--- src/rtl/clk_rst_pkg.sv ---
// clk_rst_pkg
// Shared definitions for the clock/reset sequencer slice.
//   state_e     - sequencer FSM state encoding
//   LOCK_CNT_W  - width of the saturating lock-loss counter
//   cnt_width() - width of a counter that holds 0..limit-1 (at least 1 bit)
package clk_rst_pkg;

  localparam int LOCK_CNT_W = 8;

  typedef enum logic [1:0] {
    S_IDLE      = 2'd0,
    S_WAIT_LOCK = 2'd1,
    S_SETTLE    = 2'd2,
    S_RUN       = 2'd3
  } state_e;

  // A counter that must hold 0..limit-1 needs ceil(log2(limit)) bits, and a
  // limit of 1 still needs a single bit so the vector is never zero width.
  function automatic int cnt_width(input int limit);
    int w;
    w = $clog2(limit);
    if (w < 1) begin
      w = 1;
    end
    return w;
  endfunction

endpackage

--- src/rtl/sync_2ff.sv ---
// sync_2ff
// Two-flop synchroniser for a single asynchronous bit into the clk domain.
// Both flops clear asynchronously to 0 while rst_n is low; the output follows
// the input two clk edges later.
//   clk   - destination clock
//   rst_n - asynchronous active-low clear for both flops
//   d     - asynchronous input bit
//   q     - synchronised output bit
module sync_2ff (
  input  logic clk,
  input  logic rst_n,
  input  logic d,
  output logic q
);

  logic meta_q;
  logic meta_d;
  logic sync_q;
  logic sync_d;

  // The first stage may go metastable; the second stage gives it a full
  // cycle to resolve before anything downstream looks at the value.
  always_comb begin
    meta_d = d;
    sync_d = meta_q;
  end

  // Both stages clear asynchronously so the output is a known 0 in reset.
  always_ff @(posedge clk or negedge rst_n) begin
    if (!rst_n) begin
      meta_q <= 1'b0;
      sync_q <= 1'b0;
    end else begin
      meta_q <= meta_d;
      sync_q <= sync_d;
    end
  end

  assign q = sync_q;

endmodule

--- src/rtl/clk_rst_seq.sv ---
// clk_rst_seq
// Power-up sequencer for the PLL clock domain. It synchronises the board reset
// button, waits for the PLL to report lock, requires the lock to stay stable
// for SETTLE_CYCLES cycles, then releases the downstream reset and runs a
// microsecond / millisecond tick generator. Lock losses while running are
// counted (saturating) and send the sequencer back to waiting for lock.
//   sys_clk       - PLL output clock, the only clock
//   sys_rst_n     - asynchronous active-low board reset
//   pll_lock      - PLL lock flag, asynchronous to sys_clk
//   rst_out_n     - registered active-low reset for downstream logic
//   ready         - registered, high while running
//   tick_us       - one-cycle pulse every US_DIV cycles while running
//   tick_ms       - one-cycle pulse every MS_DIV tick_us pulses while running
//   lock_loss_cnt - saturating count of lock losses seen while running
module clk_rst_seq
  import clk_rst_pkg::*;
#(
  parameter int SETTLE_CYCLES = 1024,
  parameter int US_DIV        = 159,
  parameter int MS_DIV        = 1000
) (
  input  logic                  sys_clk,
  input  logic                  sys_rst_n,
  input  logic                  pll_lock,
  output logic                  rst_out_n,
  output logic                  ready,
  output logic                  tick_us,
  output logic                  tick_ms,
  output logic [LOCK_CNT_W-1:0] lock_loss_cnt
);

  localparam int SETTLE_W = cnt_width(SETTLE_CYCLES);
  localparam int US_W     = cnt_width(US_DIV);
  localparam int MS_W     = cnt_width(MS_DIV);

  localparam logic [SETTLE_W-1:0] SETTLE_MAX = SETTLE_W'(SETTLE_CYCLES - 1);
  localparam logic [US_W-1:0]     US_MAX     = US_W'(US_DIV - 1);
  localparam logic [MS_W-1:0]     MS_MAX     = MS_W'(MS_DIV - 1);

  // Parameter sets that would give an empty settle window, a tick every cycle
  // or a zero-length millisecond are refused when the design is elaborated.
  if (SETTLE_CYCLES < 1 || US_DIV < 2 || MS_DIV < 1) begin : g_bad_params
    $error("clk_rst_seq: SETTLE_CYCLES must be >= 1, US_DIV >= 2, MS_DIV >= 1");
  end

  logic rst_int_n;
  logic lock_s;
  logic lock_gated;

  state_e state_q;
  state_e state_d;

  logic armed_q;
  logic armed_d;

  logic [SETTLE_W-1:0]   settle_cnt_q;
  logic [SETTLE_W-1:0]   settle_cnt_d;
  logic [US_W-1:0]       us_cnt_q;
  logic [US_W-1:0]       us_cnt_d;
  logic [MS_W-1:0]       ms_cnt_q;
  logic [MS_W-1:0]       ms_cnt_d;
  logic [LOCK_CNT_W-1:0] loss_cnt_q;
  logic [LOCK_CNT_W-1:0] loss_cnt_d;

  logic rst_out_n_q;
  logic ready_q;
  logic run_d;
  logic tick_us_q;
  logic tick_us_d;
  logic tick_ms_q;
  logic tick_ms_d;

  // The board button becomes the internal reset: it asserts immediately and
  // releases two sys_clk edges after the pin goes high.
  sync_2ff u_rst_sync (
    .clk   (sys_clk),
    .rst_n (sys_rst_n),
    .d     (1'b1),
    .q     (rst_int_n)
  );

  // The lock synchroniser only starts filling once the sequencer has left
  // S_IDLE, so a lock that is already present at power-up is still seen
  // through the full two-flop latency after S_WAIT_LOCK is entered.
  assign lock_gated = pll_lock & armed_q;

  sync_2ff u_lock_sync (
    .clk   (sys_clk),
    .rst_n (rst_int_n),
    .d     (lock_gated),
    .q     (lock_s)
  );

  // Sequencer next state. The settle counter is held at zero outside
  // S_SETTLE so every settle window starts from scratch, and a lock drop on
  // the final settle cycle is checked first so that it wins over S_RUN.
  always_comb begin
    state_d      = state_q;
    armed_d      = armed_q;
    settle_cnt_d = '0;
    loss_cnt_d   = loss_cnt_q;
    case (state_q)
      S_IDLE: begin
        state_d = S_WAIT_LOCK;
        armed_d = 1'b1;
      end
      S_WAIT_LOCK: begin
        if (lock_s) begin
          state_d = S_SETTLE;
        end
      end
      S_SETTLE: begin
        if (!lock_s) begin
          state_d = S_WAIT_LOCK;
        end else if (settle_cnt_q == SETTLE_MAX) begin
          state_d = S_RUN;
        end else begin
          settle_cnt_d = settle_cnt_q + 1'b1;
        end
      end
      S_RUN: begin
        if (!lock_s) begin
          state_d = S_WAIT_LOCK;
          if (loss_cnt_q != {LOCK_CNT_W{1'b1}}) begin
            loss_cnt_d = loss_cnt_q + 1'b1;
          end
        end
      end
      default: begin
        state_d = S_IDLE;
      end
    endcase
  end

  // Tick generation. Outputs are registered, so each tick is computed from
  // the counter values the next cycle will hold. The counters are zero in
  // every cycle outside S_RUN, including the first cycle of S_RUN, which puts
  // the first tick_us exactly US_DIV cycles after entry. The ms counter steps
  // on the edge that closes a tick_us cycle.
  always_comb begin
    run_d    = (state_d == S_RUN);
    us_cnt_d = '0;
    ms_cnt_d = '0;
    if (run_d && (state_q == S_RUN)) begin
      if (us_cnt_q == US_MAX) begin
        us_cnt_d = '0;
      end else begin
        us_cnt_d = us_cnt_q + 1'b1;
      end
      ms_cnt_d = ms_cnt_q;
      if (tick_us_q) begin
        if (ms_cnt_q == MS_MAX) begin
          ms_cnt_d = '0;
        end else begin
          ms_cnt_d = ms_cnt_q + 1'b1;
        end
      end
    end
    tick_us_d = run_d && (us_cnt_d == US_MAX);
    tick_ms_d = tick_us_d && (ms_cnt_d == MS_MAX);
  end

  // All sequencer state and every output live here, cleared by the internal
  // reset so that pulling the button drops rst_out_n without waiting for a
  // clock edge.
  always_ff @(posedge sys_clk or negedge rst_int_n) begin
    if (!rst_int_n) begin
      state_q      <= S_IDLE;
      armed_q      <= 1'b0;
      settle_cnt_q <= '0;
      us_cnt_q     <= '0;
      ms_cnt_q     <= '0;
      loss_cnt_q   <= '0;
      rst_out_n_q  <= 1'b0;
      ready_q      <= 1'b0;
      tick_us_q    <= 1'b0;
      tick_ms_q    <= 1'b0;
    end else begin
      state_q      <= state_d;
      armed_q      <= armed_d;
      settle_cnt_q <= settle_cnt_d;
      us_cnt_q     <= us_cnt_d;
      ms_cnt_q     <= ms_cnt_d;
      loss_cnt_q   <= loss_cnt_d;
      rst_out_n_q  <= run_d;
      ready_q      <= run_d;
      tick_us_q    <= tick_us_d;
      tick_ms_q    <= tick_ms_d;
    end
  end

  assign rst_out_n     = rst_out_n_q;
  assign ready         = ready_q;
  assign tick_us       = tick_us_q;
  assign tick_ms       = tick_ms_q;
  assign lock_loss_cnt = loss_cnt_q;

endmodule

--- config.mk ---
export PLATFORM = sky130hd
export DESIGN_NAME = clk_rst_seq
export DESIGN_NICKNAME = d
export VERILOG_FILES = /design/src/rtl/clk_rst_pkg.sv /design/src/rtl/sync_2ff.sv /design/src/rtl/clk_rst_seq.sv
export SDC_FILE = /design/constraint.sdc
export NUM_CORES = 1
export LEC_CHECK = 0
export CAP_MARGIN = 10
export CORE_AREA = 2 2 73 75
export CTS_CLUSTER_SIZE = 16
export DETAILED_ROUTE_END_ITERATION = 7
export DIE_AREA = 0 0 75 77
export PLACE_DENSITY_LB_ADDON = 0.1
export SYNTH_ARGS = -nofsm -noshare
export SYNTH_HDL_FRONTEND = slang
export SYNTH_SLANG_ARGS = --single-unit
--- constraint.sdc ---
create_clock -name sys_clk -period 1.46 [get_ports sys_clk]
set_input_delay 0.292 -clock sys_clk [delete_from_list [all_inputs] [get_ports sys_clk]]
set_output_delay 0.292 -clock sys_clk [all_outputs]
set_load 0.05 [all_outputs]
Word-level counts from Yosys, hierarchy flattened
Index checks and enable logic that the tools add are counted.
Widths: inputs -> output; s select.
{"block": "op_classes", "eq_ne": 10, "add_sub_neg": 4, "reduce_logical": 5, "bitwise": 2, "mux": 13}
{"operator": "$mux 10", "count": 6}
{"operator": "$eq 10x10->1 const B", "count": 3}
{"operator": "$add 10x1->10 const B", "count": 2}
{"operator": "$add 8x1->8 const B", "count": 2}
{"operator": "$eq 8x8->1 const B", "count": 2}
{"operator": "$mux 8", "count": 2}
{"operator": "$mux 2", "count": 4}
{"operator": "$ne 8x8->1 const B", "count": 1}
{"operator": "$pmux 2 s4", "count": 1}
{"operator": "$eq 2x2->1 const B", "count": 3}
{"operator": "$logic_and 1x1->1", "count": 3}
{"operator": "$reduce_and 3->1", "count": 1}
{"operator": "$eq 2x1->1 const B", "count": 1}
{"operator": "$logic_not 2->1", "count": 1}
{"operator": "$and 1x1->1", "count": 1}
{"operator": "$not 1->1", "count": 1}
{"block": "totals", "ff_bits": 46, "input_bits": 3, "wordCells": 47, "out_inout_bits": 12}

Logic depth before layout (Yosys ltp)
Gate-level depths: netlist (run 1).
{"block": "depth", "depth_word": 10, "ltp_mapped": 7, "ltp_nobuf": 7}

Cells and area by module
From an unflattened synthesis (run 1), not the netlist that was laid out.
{"block": "hier_totals", "hier_cells": 214, "area_unflattened_um2": 2270.9}
{"mod": "clk_rst_seq", "cells_per_inst": 210, "instances": 1, "seq_area_each_um2": 1051.0, "area_each_um2": 2170.8}
{"mod": "sync_2ff", "cells_per_inst": 2, "instances": 2, "seq_area_each_um2": 50.0, "area_each_um2": 50.0}

Worst setup path before layout (run 1)
No wires, ideal clock.
{"block": "synth_path", "kind": "flip-flop to flip-flop", "from": "reg loss_cnt_q[0], in the netlist lock_loss_cnt[0]", "to": "reg loss_cnt_q[7], in the netlist lock_loss_cnt[7]", "slack_ps": -546, "t_arrival_ps": 1865, "path_stages_with_launch": 7, "path_buffers": 0, "synth_period_minus_slack_ps": 2006, "setup_time_ps": 141, "cell_sequence": "dfrtp_1 > ha_1 > and2_1 > a31oi_1 > and3_1 > nand3_1 > xnor2_1"}
{"block": "synth_via", "elab_chain_cells": 2, "elab_cells_between_ends": 3, "cone_classes": "1 x add/sub; 1 x eq/ne; 1 x reduce/logical"}
{"item": "start: declaration", "line": "clk_rst_seq.sv:62", "source": "logic [LOCK_CNT_W-1:0] loss_cnt_q;"}
{"item": "start signal: assignment", "line": "clk_rst_seq.sv:184", "source": "loss_cnt_q <= loss_cnt_d;"}
{"item": "branches (longest 2 deep; another with $add 8x1->8)"}
Several ways; the timed one is not identified.
A chain may end at the register's enable or synchronous reset.

Worst setup path in the final report (run 1)
{"block": "layout_path", "from": "reg ms_cnt_q[1]", "to": "reg tick_ms_q, in the netlist tick_ms"}
{"block": "layout_via", "elab_chain_cells": 6, "elab_cells_between_ends": 7, "cone_classes": "1 x add/sub; 2 x eq/ne; 3 x mux; 1 x reduce/logical"}
{"item": "start: declaration", "line": "clk_rst_seq.sv:60", "source": "logic [MS_W-1:0] ms_cnt_q;"}
{"item": "start signal: assignment", "line": "clk_rst_seq.sv:183", "source": "ms_cnt_q <= ms_cnt_d;"}
{"item": "$add 10x1->10 or $eq 10x10->1 (tied branches)", "line": "clk_rst_seq.sv:155, clk_rst_seq.sv:152"}
{"item": "$mux 10", "line": "clk_rst_seq.sv:152", "source": "if (ms_cnt_q == MS_MAX) begin"}
{"item": "$mux 10 *", "line": "clk_rst_seq.sv:151", "source": "if (tick_us_q) begin"}
{"item": "$mux 10 *", "line": "clk_rst_seq.sv:144", "source": "if (run_d && (state_q == S_RUN)) begin"}
{"item": "$eq 10x10->1 *", "line": "clk_rst_seq.sv:160", "source": "tick_ms_d = tick_us_d && (ms_cnt_d == MS_MAX);"}
{"item": "$logic_and 1x1->1 *", "line": "clk_rst_seq.sv:160"}
{"item": "named net tick_ms_d", "line": "clk_rst_seq.sv:71", "source": "logic tick_ms_d;"}
{"item": "end signal: assignment", "line": "clk_rst_seq.sv:188", "source": "tick_ms_q <= tick_ms_d;"}
{"item": "end: declaration", "line": "clk_rst_seq.sv:70", "source": "logic tick_ms_q;"}
The timed path passes the listed nets; every way through them passes the cells marked *.

==> impl_summary.md, run 1 <==
Cells and area
Relative to the synthesized area, the layout overhead comes to 56.7%. The finished cells cover ~3400 sq um. Cells fill between 60% and 70% of the core in the end.

The fraction of final layout cells with drive strength greater than 1 is between 40% and 50%. The number of antenna diodes in the final layout is 0. The final layout net count is slightly below 300. The register cell area after layout is about 1200 sq um.

Counting the fill cells in the layout gives approximately 390. The multi-input logic area is about 1200 sq um.

Timing
The final-report hold violation count is 0. Setup repair after global routing could not meet its margin everywhere. Across all setup checks in the final design, the least slack found is -0.220 ns. Subtracting the final worst setup slack from the clock period gives roughly 1.7 ns. The count of pins over their slew limit is 0. The fraction of the cycle the final worst path needs is 115%. The final clock skew is roughly 0.0065 ns. Static timing analysis puts the maximum clock frequency at approximately 600 MHz. The number of setup violations in the final report is 5.

Pwr
The power density over the cells is ~1000 nW/um^2. IR analysis of the VDD net gives a maximum drop of roughly 1.3 mV. The design draws 3.37 mW. In this run the static leakage power is between 1 and 1.5 nW.

Yosys
Yosys attributes the largest share of cell area to sky130_fd_sc_hd__dfrtp_1 (53%), sky130_fd_sc_hd__xnor2_1 (6.5%), sky130_fd_sc_hd__xor2_1 (4.5%). After Yosys synthesis, full adders, half adders and majority gates account for around 2.9% of the synthesized area. The cell type with the largest total area after synthesis is sky130_fd_sc_hd__dfrtp_1. Synthesis produced a netlist with a net count of approximately 210.

The commonest cells after synthesis are sky130_fd_sc_hd__dfrtp_1 (46), sky130_fd_sc_hd__nor2_1 (24), sky130_fd_sc_hd__xnor2_1 (16). The most instantiated flip-flop cell in the synthesis netlist is sky130_fd_sc_hd__dfrtp_1. The summed instance area of the synthesized netlist is about 2200 sq um. Among all cell types in the netlist, the one instantiated most often is sky130_fd_sc_hd__dfrtp_1.

The number of instances in the synthesized netlist is 198. The async set-or-reset flop fraction in the synthesized netlist is 100%. The total of flip-flops plus latches after synthesis is 46. Sequential cells were found to cover 53.5% of the synthesized design area. The area share of the leading cell type in the synthesized netlist is a little over half. The basic-gate share of the synthesized area counting and, or, nand and nor cells is a little over a fifth. Summing the areas of all xor and xnor instances in the mapped netlist gives roughly 11% of the synthesized area. The synthesized netlist devotes under 10% of its cell area to compound gates. The number of warnings issued by yosys is 0. The average instance in the mapped netlist occupies 10.9 sq um. After synthesis, the netlist uses 38 different library cells. Multiplexer cells account for 0.988% of the synthesized area. Yosys mapped a number of flops with a built-in enable equal to 0. By area, the combinational part of the netlist is dominated by simple AND/OR/NAND/NOR gates.

Setup path
The worst setup path is launched from a register. The data required time of the worst path is between 1.5 and 2 ns. The biggest fanout along the worst timing path is 4. The sort of element at the end of the critical path is a register. The number of cells on the worst reg-to-reg path is 6.

The critical path in this run is classified as reg -> reg. Data on the critical path arrives at its endpoint at 1.92 ns.

Global routing
The remaining global-route overflow is 0. The initial antenna violation count is 0. The global-route usage over all layers is between 10% and 20%. The via count of the first global-routing pass was roughly 1900. The global-route wire length before repair is 8560 um. The maximum number of pins on one net before global-route repair is 45.

Drt
The routed length on met2 is 2810 um. The sum of routed wire segments on met1 is 2160 um. The detail-routed net length per standard cell is approximately 15 um.

Wires add up to roughly 5200 um. The number of vias per cell after detailed routing is between 4 and 5. The starting DRC count in detailed routing is 83. The count of nets left with antenna violations once routing finished came out at 0. The routed design uses ~130 um of met3 wire. The uppermost layer routed is met4. For this run, design rule violations remaining after detail routing come to 0. The pre-antenna-repair detailed-routing pass consisted of 5 iterations. The total vias in the final route is 1767.

Clock network
TritonCTS built the clock tree. The clock tree buffer depth is 2. The number of sinks driven by the clock tree is 46. The cell sitting at the root of the clock tree is a sky130_fd_sc_hd__clkbuf_8. Clock-pin slew was measured on the worst setup and hold paths at 0.09 ns. The total number of H-tree levels is 2. The number of clock buffers added by TritonCTS is 5.

At the later pin of the worst-skew pair, clock insertion delay measures 0.29 ns.

Placement
Buffers placed on the I/O ports in this run total 14. The instance area after placement is between 2000 and 3000 sq um. The placed wire-length estimate is approximately 3500 um. At the end of routability-driven placement, the weighted congestion stood at approximately 0.8.

Floorplan
In this run the standard cell core region covers ~5000 sq um. In this run the horizontal extent of the chip is between 70 and 80 um. The initial utilization of the core area, before any placement, comes to a little over two fifths. The die covers a little under 6000 sq um.

From bottom edge to top edge, the die measures approximately 77 um. Row generation in the floorplan step produced 26 rows. The I/O pin count is 15.

Status
The flow ran to the end, but the final reports show violations. The final reports fail on setup timing.

Job
Across the run, the number of max-cap violations was 0.

Worst hold path
The class of the tightest hold or removal check is in -> async.
layout by cell type (no fill, tap or decap), drive strengths merged, types with 3 or more instances in the layout:
cell / n
buf: 79
ha: 5
nand2: 15
clkbuf: 7
and3: 7
a21oi: 4
nor3: 5
inv: 6
nand3: 13
nand2b: 5
nand4: 7
o21ai: 4
dfrtp: 46
nor2: 24
xnor2: 16
xor2: 11
and2: 3
stage by stage:
step                std cells  TNS, ns  hold slack (ns)  setup slack, ns
detailed placement        336   -0.886            0.250           -0.232
finish                    355   -0.279            0.150           -0.220
floorplan                 198    -1.10         -0.00359           -0.215
global route              355   -0.951            0.145           -0.344
CTS                       349   -0.456            0.142           -0.208
global placement          336   -0.272            0.242           -0.194
final cells by class:
class                           count  area share, %
Tap cell                           70           2.60
Sequential cell                    46           34.3
Clock inverter                      1          0.260
Multi-Input combinational cell    144           35.7
Clock buffer                        7           2.86
Timing Repair Buffer               81           23.5
Inverter                            6          0.667
critical path, cell delays in order (launching register included):
cell and delay (ns):
sky130_fd_sc_hd__dfrtp_1 0.36, sky130_fd_sc_hd__ha_2 0.21, sky130_fd_sc_hd__nand4_1 0.14, sky130_fd_sc_hd__nor3_2 0.30, sky130_fd_sc_hd__xnor2_2 0.13, sky130_fd_sc_hd__nor4_2 0.26
sky130_fd_sc_hd__and4_1 0.21
path summary, 6_finish.rpt:
check	start	end	slack [ns]
worst max register to register	ms_cnt_q[1]	tick_ms	-0.22
worst min register to register	u_rst_sync.q	us_cnt_q[4]	0.24
worst max-delay path	ms_cnt_q[1]	tick_ms	-0.22
min in group sys_clk	u_rst_sync.meta_q	u_rst_sync.q	0.36
worst min-delay path	sys_rst_n	u_rst_sync.meta_q	0.15
max in group asynchronous	u_rst_sync.q	lock_loss_cnt[0]	0.98
flip-flops by register name, indices dropped and copies added, names as in the netlist, 2 cells and up:
signal         count
lock_loss_cnt      8
ms_cnt_q          10
settle_cnt_q      10
state_q            2
us_cnt_q           8
cell families after synthesis:
kind of cell	Yosys count
and+or+nand+nor	89
DFF	46
xor gates and xnor gates	27
AOI/OAI and AO/OA	19
buffers and inverters	9
adders and majority gates	5
muxes	2
other	1
per-layer routing:
metal,track usage (%),vias to the layer above
met5,0,-
met4,6.25,0
met3,4.34,7
met1,22.5,875
met2,33.5,31
li1,-,854
timing repair:
action / in CTS / in global routing
gates cloned: 0 / 1
pin swaps: 14 / 11
gates resized for setup: 15 / 29
endpoints found under the setup margin: 18 / 30
hold buffers: 0 / 0
buffers inserted: 5 / 5
report_power, final:
group	internal [mW]	leakage [nW]	switching [mW]	total, mW
logic	0.549	0.773	0.534	1.08
clock network	0.434	0.0544	0.429	0.863
registers	1.36	0.606	0.0610	1.42
total	2.35	1.43	1.02	3.37
Note: power is estimated with default switching activity, not from simulation.
==> inputs of run 2 (changes only) <==
CORE_AREA = 2 2 81 67   (was 2 2 73 75)
DIE_AREA = 0 0 83 69   (was 0 0 75 77)
==> impl_summary.md, run 2 (synthesis results as in run 1) <==
Status
The flow ran to the end, but the final reports show violations. The final reports fail on setup timing.

Cells and area
The most frequent standard cell in the layout excluding fill and tap cells is sky130_fd_sc_hd__buf_4. The fraction of final layout cells with drive strength greater than 1 came to 48.1% (-0.35 points). The final layout net count is 292 (unchanged).

The layout-stage area growth over the synthesis result is 54.7%. The number of filler instances in the final layout is 350 (-9.1%). The multi-input logic area is 1180 sq um (-2.5%). The register cell area after layout is 1160 sq um (-0.11%). The largest registers in the layout are ms_cnt_q: 10 flops, settle_cnt_q: 10 flops.

The library cells used most frequently in the layout, excluding fill and tap cells, are sky130_fd_sc_hd__buf_4 (62), sky130_fd_sc_hd__dfrtp_1 (41), sky130_fd_sc_hd__nor2_1 (18), sky130_fd_sc_hd__xnor2_1 (15). The diode insertion count for antenna repair is 0 (unchanged). The final standard cell count with taps included and fillers excluded is 347 (-2.3%).

Clock network
The number of buffers inserted during clock tree synthesis is 5 (unchanged). The quantity of hold-fixing buffers added after cts came to 0 (unchanged). The register clock-pin slew on the reported worst setup and hold paths was 0.09 ns (about the same). The total number of H-tree levels is 2 (unchanged). The number of sinks driven by the clock tree came to 46 (unchanged).

The clock latency at the later pin of the worst-skew pair is 0.30 ns (about the same). The clock tree buffer depth is 2 (unchanged). The clock tree root buffer cell is sky130_fd_sc_hd__clkbuf_8. TritonCTS built the clock tree.

Setup path
The data required time of the worst path was 1.70 ns (about the same). The signal arrival time at the worst endpoint was 1.89 ns (-0.03 ns). The worst setup path is captured at a register. The biggest fanout along the worst timing path is 3 (-1). The critical path is of the reg -> reg type. STA classifies the critical path startpoint as a register.

Floorplan
The initial cell density of the core is 43.8% (+0.49 points). The die span in y came to 69 um (-10%). The core area came to 4920 sq um (-1.1%). The die footprint was 5730 sq um (-0.83%). The number of placement rows is 23 (-12%). The die boundary width came to 83 um (+11%). The I/O pin count is 15 (unchanged).

Timing
The total negative slack is -0.869 ns (-0.591 ns). The count of pins over their slew limit came to 0 (unchanged). The final critical-path required period is 1.65 ns (-0.0304 ns). Setup repair after global routing could not meet its margin everywhere. The final-report hold violation count came to 0 (unchanged). The final clock skew came to 0.00903 ns (+0.00248 ns). The achievable frequency is 606 MHz (+1.8%).

The number of setup violations in the final report was 12 (+7). The fraction of the cycle the final worst path needs is 113% (-2.1 points). The worst path setup slack after routing was -0.190 ns (+0.0304 ns).

Placement
The count of port buffers added during placement is 14 (unchanged). The worst setup slack after placement is -0.245 ns (-0.0135 ns). The placed instance count is 326 (-3.0%).

The placed wire-length estimate is 3340 um (-3.5%). The final weighted congestion of routability-driven global placement is 0.916 (+14%).

Drt
The sum of routed wire segments on met1 is 2170 um (+0.42%). The routed length on met2 is 2490 um (-11%). The highest layer touched by signal routing is met4.

The wire length after detailed routing is 4890 um (-5.3%). The first-pass detailed-route iteration total was 4 (-1). The detail-routed net length per standard cell is 14.1 um (-3.2%).

The DRC violations left came to 0 (unchanged). The detailed-routed wire length on met3 was 134 um (unchanged). The post-route antenna net violation count is 0 (unchanged). The total vias in the final route was 1786 (+1.1%). The number of vias per cell after detailed routing is 5.15 (+3.4%). The starting DRC count in detailed routing is 50 (-40%).

Pwr
The power density over the cells is 1000 nW/um^2 (+0.34%). The worst voltage drop across the vdd grid is 1.02 mV (-22%). The total leakage power came to 1.41 nW (-1.4%).

Global routing
The global-route wire length before repair is 8360 um (-2.4%). The initial antenna violation count is 0 (unchanged). The maximum number of pins on one net before global-route repair came to 40 (-11%). The via count of the first global-routing pass is 1916 (-0.31%). The remaining global-route overflow came to 0 (unchanged). The global-route usage over all layers came to 17.9% (-1.2 points).

Worst hold path
The class of the tightest hold or removal check is reg -> async.

Job
The max-capacitance violation count is 0 (unchanged).
==> run 2: cell types whose count changed in the layout (fill, tap and decap cells not counted), sizes merged <==
cell,previous run,this run
clkbuf,7,6
clkinvlp,0,1
buf,79,80
a311o,2,1
==> run 2: repair_timing <==
action,in CTS,in global routing
setup endpoints to repair,21,22
pin swaps,14,10
gates resized for setup,19,22
setup buffers,9,4
==> run 2: report_power, final <==
group | leakage, nW | total [mW] | internal [mW] | switching (mW)
clock network | 0.0472 | 0.823 | 0.381 | 0.442
registers | 0.607 | 1.43 | 1.36 | 0.0633
logic | 0.759 | 1.09 | 0.552 | 0.537
total | 1.41 | 3.34 | 2.30 | 1.04
==> run 2: worst paths after layout <==
path                                    startpoint                to  slack, ns  depth (start not counted)
worst max-delay path                   ms_cnt_q[1]           tick_ms      -0.19                          7
worst min-delay path                  u_rst_sync.q  lock_loss_cnt[3]       0.09                          0
worst max register to register         ms_cnt_q[1]           tick_ms      -0.19                          7
worst min register to register        u_rst_sync.q  lock_loss_cnt[3]       0.09                          0
max in group asynchronous             u_rst_sync.q           tick_us       0.91                          1
min in group sys_clk            u_lock_sync.meta_q     u_lock_sync.q       0.36                          0
==> run 2: area by class of cell <==
cell class	count	share of cell area [%]
tap	62	2.33
timing repair buffer	82	24.1
clock inverter	2	0.376
clock buffer	6	2.48
inverter	6	0.676
sequential	46	34.7
multi-input combinational	143	35.3
==> run 2: worst max-delay path: stages, from the launching register on <==
cell and delay, ns:
sky130_fd_sc_hd__dfrtp_1 0.40, sky130_fd_sc_hd__ha_4 0.17, sky130_fd_sc_hd__nand4_1 0.13, sky130_fd_sc_hd__buf_4 0.17, sky130_fd_sc_hd__nor2_2 0.10, sky130_fd_sc_hd__xnor2_1 0.09, sky130_fd_sc_hd__nor4_2 0.29, sky130_fd_sc_hd__and4_1 0.23
==> run 2: metrics by stage <==
stage	hold slack [ns]	instance area, sq um	total power, mW	utilization (%)
6_report	0.0917	3330	3.34	67.7
3_5_place_dp	0.0963	2950	2.48	60.0
5_1_grt	0.103	3330	3.50	67.7
3_3_place_gp	0.0905	2950	2.44	60.0
4_1_cts	0.0997	3200	3.35	65.1
2_1_floorplan	-0.00359	2220	1.91	-
==> run 2: routing by layer <==
layer,vias up,global-route usage (%)
met5,-,0
met4,0,8.20
met1,897,21.9
met3,9,3.95
li1,854,-
met2,26,30.3
